===== config.mk =====
export PLATFORM = sky130hd
export DESIGN_NAME = nmi_bus_arb_flat
export DESIGN_NICKNAME = d
export VERILOG_FILES = /design/src/rtl/nmi_bus_arb_if.sv /design/src/rtl/nmi_bus_arb.sv /design/src/flat_wrapper.sv
export SDC_FILE = /design/constraint.sdc
export NUM_CORES = 1
export LEC_CHECK = 0
export BUFFER_PORTS_ARGS = -buffer_cell sky130_fd_sc_hd__buf_2
export CORE_AREA = 2 2 135 137
export CTS_CLUSTER_DIAMETER = 60
export DETAILED_ROUTE_END_ITERATION = 12
export DIE_AREA = 0 0 137 139
export PLACE_DENSITY_LB_ADDON = 0.1
export SKIP_LAST_GASP = 1
export SLEW_MARGIN = 20
export SYNTH_ARGS = -nofsm -noshare
export SYNTH_HDL_FRONTEND = slang
export SYNTH_SLANG_ARGS = --single-unit
export TNS_END_PERCENT = 100

===== constraint.sdc =====
create_clock -name clk_i -period 2.1 [get_ports clk_i]
set_input_delay 0.42 -clock clk_i [delete_from_list [all_inputs] [get_ports clk_i]]
set_output_delay 0.42 -clock clk_i [all_outputs]
set_load 0.01 [all_outputs]

===== src/rtl/nmi_bus_arb_if.sv =====
// rtl/nmi_bus_arb_if.sv - native memory interface (NMI) bundle with master/slave views
interface nmi_if;
  logic        valid;
  logic [31:0] addr;
  logic [31:0] wdata;
  logic [3:0]  wstrb;
  logic        ready;
  logic [31:0] rdata;

  modport master (output valid, output addr, output wdata, output wstrb,
                  input ready, input rdata);
  modport slave  (input valid, input addr, input wdata, input wstrb,
                  output ready, output rdata);
endinterface


===== src/rtl/nmi_bus_arb.sv =====
// rtl/nmi_bus_arb.sv - round-robin CPU/DMA arbiter onto one NMI slave port with bus-timeout responder
module nmi_bus_arb #(
  parameter int unsigned TIMEOUT_CYC = 255,
  parameter logic [31:0] ERR_RDATA   = 32'hDEAD_BEEF
) (
  input  logic        clk_i,
  input  logic        rst_n_i,
  nmi_if.slave        cpu_nmi,
  nmi_if.slave        dma_nmi,
  nmi_if.master       nmi,
  output logic        timeout_o,
  output logic [31:0] err_addr_o,
  output logic [7:0]  err_cnt_o
);

  typedef enum logic [1:0] {IDLE, GNT, ERR} state_t;

  localparam logic [15:0] TMO_LAST = 16'(TIMEOUT_CYC - 1);

  state_t      state_q, state_d;
  logic        gnt_sel_q;
  logic        rr_ptr_q;
  logic [15:0] tmo_cnt_q;

  logic        pick_sel;
  logic        gnt_valid;
  logic [31:0] gnt_addr;
  logic [31:0] gnt_wdata;
  logic [3:0]  gnt_wstrb;
  logic        done;
  logic        tmo_hit;
  logic        resp_ready;
  logic [31:0] resp_rdata;

  // gnt_sel: 0 = CPU, 1 = DMA
  always_comb begin
    gnt_valid = gnt_sel_q ? dma_nmi.valid : cpu_nmi.valid;
    gnt_addr  = gnt_sel_q ? dma_nmi.addr  : cpu_nmi.addr;
    gnt_wdata = gnt_sel_q ? dma_nmi.wdata : cpu_nmi.wdata;
    gnt_wstrb = gnt_sel_q ? dma_nmi.wstrb : cpu_nmi.wstrb;
    pick_sel  = (cpu_nmi.valid && dma_nmi.valid) ? rr_ptr_q : dma_nmi.valid;
    done      = (state_q == GNT) && gnt_valid && nmi.ready;
    tmo_hit   = (state_q == GNT) && gnt_valid && !nmi.ready && (tmo_cnt_q == TMO_LAST);
  end

  always_ff @(posedge clk_i) begin
    if (!rst_n_i) begin
      state_q    <= IDLE;
      gnt_sel_q  <= 1'b0;
      rr_ptr_q   <= 1'b0;
      tmo_cnt_q  <= '0;
      timeout_o  <= 1'b0;
      err_addr_o <= '0;
      err_cnt_o  <= '0;
    end else begin
      state_q   <= state_d;
      timeout_o <= 1'b0;
      case (state_q)
        IDLE: begin
          if (state_d == GNT) begin
            gnt_sel_q <= pick_sel;
            tmo_cnt_q <= '0;
          end
        end
        GNT: begin
          if (done) begin
            rr_ptr_q <= ~gnt_sel_q;
          end else if (tmo_hit) begin
            // Logged on ERR entry so the ERR cycle already shows the new address and count.
            err_addr_o <= gnt_addr;
            timeout_o  <= 1'b1;
            if (err_cnt_o != 8'hFF) err_cnt_o <= err_cnt_o + 8'd1;
          end else if (gnt_valid) begin
            tmo_cnt_q <= tmo_cnt_q + 16'd1;
          end
        end
        ERR: rr_ptr_q <= ~gnt_sel_q;
        default: ;
      endcase
    end
  end

  always_comb begin
    state_d = state_q;
    case (state_q)
      IDLE: if (cpu_nmi.valid || dma_nmi.valid) state_d = GNT;
      GNT: begin
        // A master dropping valid mid-transaction is abandoned silently.
        if (!gnt_valid)   state_d = IDLE;
        else if (done)    state_d = IDLE;
        else if (tmo_hit) state_d = ERR;
      end
      ERR:     state_d = IDLE;
      default: state_d = IDLE;
    endcase
  end

  always_comb begin
    nmi.valid  = 1'b0;
    nmi.addr   = '0;
    nmi.wdata  = '0;
    nmi.wstrb  = '0;
    resp_ready = 1'b0;
    resp_rdata = '0;
    if (state_q == GNT) begin
      nmi.valid = gnt_valid;
      nmi.addr  = gnt_addr;
      nmi.wdata = gnt_wdata;
      nmi.wstrb = gnt_wstrb;
      if (done) begin
        resp_ready = 1'b1;
        resp_rdata = nmi.rdata;
      end
    end else if (state_q == ERR) begin
      resp_ready = 1'b1;
      resp_rdata = ERR_RDATA;
    end
  end

  always_comb begin
    cpu_nmi.ready = resp_ready && !gnt_sel_q;
    cpu_nmi.rdata = gnt_sel_q ? 32'h0 : resp_rdata;
    dma_nmi.ready = resp_ready && gnt_sel_q;
    dma_nmi.rdata = gnt_sel_q ? resp_rdata : 32'h0;
  end

endmodule

===== src/flat_wrapper.sv =====
// flat-port wrapper written by rule: the top's interface ports become plain ports
module nmi_bus_arb_flat 
#(
  parameter int unsigned TIMEOUT_CYC = 255,
  parameter logic [31:0] ERR_RDATA   = 32'hDEAD_BEEF
)
  (clk_i, rst_n_i, timeout_o, err_addr_o, err_cnt_o, cpu_nmi_valid, cpu_nmi_addr, cpu_nmi_wdata, cpu_nmi_wstrb, cpu_nmi_ready, cpu_nmi_rdata, dma_nmi_valid, dma_nmi_addr, dma_nmi_wdata, dma_nmi_wstrb, dma_nmi_ready, dma_nmi_rdata, nmi_valid, nmi_addr, nmi_wdata, nmi_wstrb, nmi_ready, nmi_rdata);
  nmi_if cpu_nmi_i ();
  nmi_if dma_nmi_i ();
  nmi_if nmi_i ();
  input  logic clk_i;
  input  logic rst_n_i;
  output logic timeout_o;
  output logic [31:0] err_addr_o;
  output logic [7:0] err_cnt_o;
  input wire logic [$bits(cpu_nmi_i.valid)-1:0] cpu_nmi_valid;
  input wire logic [$bits(cpu_nmi_i.addr)-1:0] cpu_nmi_addr;
  input wire logic [$bits(cpu_nmi_i.wdata)-1:0] cpu_nmi_wdata;
  input wire logic [$bits(cpu_nmi_i.wstrb)-1:0] cpu_nmi_wstrb;
  output wire logic [$bits(cpu_nmi_i.ready)-1:0] cpu_nmi_ready;
  output wire logic [$bits(cpu_nmi_i.rdata)-1:0] cpu_nmi_rdata;
  input wire logic [$bits(dma_nmi_i.valid)-1:0] dma_nmi_valid;
  input wire logic [$bits(dma_nmi_i.addr)-1:0] dma_nmi_addr;
  input wire logic [$bits(dma_nmi_i.wdata)-1:0] dma_nmi_wdata;
  input wire logic [$bits(dma_nmi_i.wstrb)-1:0] dma_nmi_wstrb;
  output wire logic [$bits(dma_nmi_i.ready)-1:0] dma_nmi_ready;
  output wire logic [$bits(dma_nmi_i.rdata)-1:0] dma_nmi_rdata;
  output wire logic [$bits(nmi_i.valid)-1:0] nmi_valid;
  output wire logic [$bits(nmi_i.addr)-1:0] nmi_addr;
  output wire logic [$bits(nmi_i.wdata)-1:0] nmi_wdata;
  output wire logic [$bits(nmi_i.wstrb)-1:0] nmi_wstrb;
  input wire logic [$bits(nmi_i.ready)-1:0] nmi_ready;
  input wire logic [$bits(nmi_i.rdata)-1:0] nmi_rdata;
  assign cpu_nmi_i.valid = cpu_nmi_valid;
  assign cpu_nmi_i.addr = cpu_nmi_addr;
  assign cpu_nmi_i.wdata = cpu_nmi_wdata;
  assign cpu_nmi_i.wstrb = cpu_nmi_wstrb;
  assign cpu_nmi_ready = cpu_nmi_i.ready;
  assign cpu_nmi_rdata = cpu_nmi_i.rdata;
  assign dma_nmi_i.valid = dma_nmi_valid;
  assign dma_nmi_i.addr = dma_nmi_addr;
  assign dma_nmi_i.wdata = dma_nmi_wdata;
  assign dma_nmi_i.wstrb = dma_nmi_wstrb;
  assign dma_nmi_ready = dma_nmi_i.ready;
  assign dma_nmi_rdata = dma_nmi_i.rdata;
  assign nmi_valid = nmi_i.valid;
  assign nmi_addr = nmi_i.addr;
  assign nmi_wdata = nmi_i.wdata;
  assign nmi_wstrb = nmi_i.wstrb;
  assign nmi_i.ready = nmi_ready;
  assign nmi_i.rdata = nmi_rdata;
  nmi_bus_arb #(.TIMEOUT_CYC(TIMEOUT_CYC), .ERR_RDATA(ERR_RDATA)) u_core (.clk_i(clk_i), .rst_n_i(rst_n_i), .cpu_nmi(cpu_nmi_i), .dma_nmi(dma_nmi_i), .nmi(nmi_i), .timeout_o(timeout_o), .err_addr_o(err_addr_o), .err_cnt_o(err_cnt_o));
endmodule

==> key figures <==
STA
  • Final hold violations: 0
  • Tcrit/Tclk final: 101%
  • Slew at the pin with the worst max-slew slack: 0.657 ns
  • Final slew viol count: 0
  • Final clock skew: 0.00775 ns
  • Highest clock rate: 469 MHz
  • Setup Viol. Count Final: 57
  • Minimum clock period: 2.13 ns
  • Worst setup margin: -0.0306 ns
  • Max-slew headroom: 55.8%
  • Final TNS setup: -0.950 ns
  • RSZ-0062 raised after global routing: yes

Routing
  • 1st-iter DRT viols: 172
  • WL per Instance: 15.6 um
  • First drt pass iteration count: 6
  • Vias per cell: 4.62
  • Routed Wire Length: 17.9 mm
  • DRC viols: 0
  • DRT antenna net count: 0
  • Via Count: 5290
  • Highest metal used: met4
  • Met1 WL: 7.90 mm
  • Detail Route met3 WL: 1.10 mm
  • DR WL met2: 8.64 mm

Clock network
  • CTS tree: built
  • Clk root buf: clkbuf_16
  • Clock transition at the registers of the reported paths: 0.05 ns
  • Max Buffers Root-to-Sink: 2
  • # clock sinks: 61
  • TritonCTS buffer count: 9
  • H-tree depth: 3
  • Hold Buf Count CTS: 0
  • Worst-Skew Late Latency: 0.33 ns

Floorplan
  • Placement Rows: 49
  • Die area: 19000 um^2
  • I/O pins: 349
  • Die Width: 137 um
  • CORE AREA: 17700 um^2
  • Initial Utilization: 23.1%
  • Die height: 139 um

Synthesis
  • Synth Instances: 547
  • Mux cell area share after synthesis: 18.0%
  • Post-Syn Area per Cell: 7.45 um^2
  • Seq cells post-synth: 61
  • Post-Syn Area: 4070 um^2
  • Sequential-to-total area share from yosys stat: 30.0%
  • Post-synthesis compound-gate area fraction: 17.8%
  • Synthesized Nets: 723
  • Largest family of logic cells by synthesized area: simple AND/OR/NAND/NOR gates
  • Synth Warn #: 0
  • Post-Synth XOR/XNOR Area: 0%
  • Synth cell types: 43
  • Adder-cell share of the synthesized area: 0.921%
  • Post-Synth Simple-Gate Area: 27.8%

Worst setup path
  • Critical path type: reg2reg
  • Crit path capture type: register
  • Worst path max stage delay: 0.52 ns
  • CP required: 2.30 ns
  • CP Buf/Inv Count: 2
  • CP Cell Sequence: inv_2 > ha_1 > or4b_4 > or4_4 > nor2_4 > buf_12 > a211oi_1
  • Crit start category: register
  • Top delay family on crit path: simple AND/OR/NAND/NOR gates
  • Crit path max-delay cell type: or4_4
  • Arrival time of the worst setup path: 2.33 ns
  • CP Max Fanout: 17

Global route
  • First-pass GRT wire length: 26.5 mm
  • Largest net degree at the start of global routing: 40
  • GRT Total Usage: 17.5%
  • Initial antenna violation count: 1
  • Vias in the first global route: 4983
  • Total global routing overflow: 0

Cells and area
  • Fin util: 39.7%
  • Share of layout cells above drive strength 1: 49.4%
  • Total Nets Final: 1086
  • Synthesis-to-finish area growth: 72.0%
  • Final instance area: 7010 um^2

Placement
  • Pre-CTS WS: -0.144 ns
  • Input/output buffers: 348
  • GPL Wtd Cong: 0.807
  • Placed cell areas: 6400 um^2
  • Detail Placement HPWL: 13.2 mm

Job
  • Total of max-cap violations: 0

Pwr
  • Pwr Density: 469 nW/um^2
  • Leakage power: 0.00334 uW
  • Total Power: 3280 uW
  • Maximum VDD drop: 0.249 mV

Worst hold path
  • HP Class: in2reg

Outcome
  • Failing checks: setup timing
  • Outcome: finished with violations
[power by group]
| group | switching (uW) | leakage (uW) | internal, uW |
|---|---|---|---|
| registers | 10.4 | 0.000494 | 1160 |
| clock network | 496 | 0.000131 | 827 |
| logic | 409 | 0.00271 | 378 |
[area by class of cell]
| type | instances | area [um^2] |
|---|---|---|
| fill | 1906 | 10700 |
| multi-input combinational | 430 | 2820 |
| timing repair buffer | 399 | 2370 |
| sequential | 61 | 1230 |
| tap | 229 | 287 |
| clock buffer | 14 | 254 |
| inverter | 9 | 33.8 |
| clock inverter | 2 | 10.0 |
| antenna | 2 | 5.00 |
[metal layers]
layer  vias up  GRT usage [%]
li1       2683              -
met1      2394           21.8
met2       192           29.2
met3        21           5.08
met4         0           5.05
met5         -              0
[cells in the final DEF, fill, tap and decap left out, types with 11 or more instances in the layout]
cell type  instances
a211oi_1          23
a21oi_1           51
and2_1            16
buf_2            348
buf_4             28
clkbuf_16         11
dfxtp_1           56
mux2i_1           66
nand2_1           16
nor2_1           144
o31ai_1           16
or4_1             16
[registers in the layout (all words and copies together) (netlist names)]
name	flops
u_core.err_cnt_o	8
u_core.tmo_cnt_q	16
u_core.state_q	2
u_core.err_addr_o	32
u_core.rr_ptr_q	1
u_core.gnt_sel_q	1
u_core.timeout_o	1
[metrics by stage]
stage / hold WS, ns / cells
CTS: 0.443 / 1139
detailed placement: 0.468 / 1120
global placement: 0.468 / 1120
floorplan: 0.448 / 547
global route: 0.473 / 1145
finish: 0.446 / 1146
[repair_timing]
action	CTS	global route
gates cloned	1	4
resized for setup	18	31
endpoints found under the hold margin	0	0
pin swaps	1	8
buffers inserted	2	1
endpoints found under the setup margin	132	108
[synth_stat cells]
library cell | n | area share, %
nand3_1 | 8 | 0.98
o31ai_1 | 16 | 2.9
nor4b_1 | 1 | 0.22
a311oi_1 | 2 | 0.43
o21ai_0 | 2 | 0.25
or4bb_1 | 1 | 0.28
clkinv_1 | 1 | 0.092
a31oi_1 | 3 | 0.46
nand3b_1 | 1 | 0.18
o21bai_1 | 1 | 0.18
mux2i_1 | 72 | 18
dfxtp_1 | 61 | 30
nor2_1 | 146 | 13
o21a_1 | 1 | 0.18
nor4_2 | 1 | 0.31
inv_1 | 8 | 0.74
a32oi_1 | 1 | 0.22
a2111o_1 | 1 | 0.28
o2111ai_1 | 1 | 0.22
nor2b_1 | 1 | 0.15
nor3_1 | 5 | 0.61
clkbuf_1 | 36 | 3.3
a21oi_1 | 52 | 6.4
nand2_1 | 17 | 1.6
ha_1 | 3 | 0.92
or4b_1 | 1 | 0.25
nand4bb_1 | 1 | 0.28
and3_1 | 3 | 0.46
and2_1 | 16 | 2.5
or3_1 | 2 | 0.31
or4_1 | 18 | 3.3
and4_1 | 3 | 0.65
nor4_1 | 2 | 0.31
a22oi_1 | 1 | 0.18
a211oi_1 | 33 | 6.1
nand4_1 | 3 | 0.46
or2_2 | 1 | 0.15
mux2_2 | 1 | 0.28
buf_2 | 10 | 1.2
nor3_2 | 1 | 0.25
buf_1 | 2 | 0.18
nor3b_1 | 2 | 0.37
nand2b_1 | 5 | 0.77
[worst register-to-register path, cell delays in order (launching register included)]
cell      delay (ns)
dfxtp_2         0.32
inv_2           0.05
ha_1            0.12
or4b_4          0.47
or4_4           0.52
nor2_4          0.23
buf_12          0.19
a211oi_1        0.09
[final timing paths]
path	from	endpoint	slack [ns]	cells past startpoint
max	u_core.tmo_cnt_q[0]	u_core.err_addr_o[20]	-0.03	7
min	rst_n_i	u_core.rr_ptr_q	0.45	3
max reg2reg	u_core.tmo_cnt_q[0]	u_core.err_addr_o[20]	-0.03	7
min reg2reg	u_core.state_q[1]	u_core.state_q[1]	0.46	1
[cell families after synthesis]
group,count (synthesis)
multiplexers,73
AO/OA/AOI/OAI,114
flip-flops,61
AND/OR/NAND/NOR,239
adder cells (fa/ha/maj),3
buffers and inverters,57
Power figures use the tool's default switching activity.
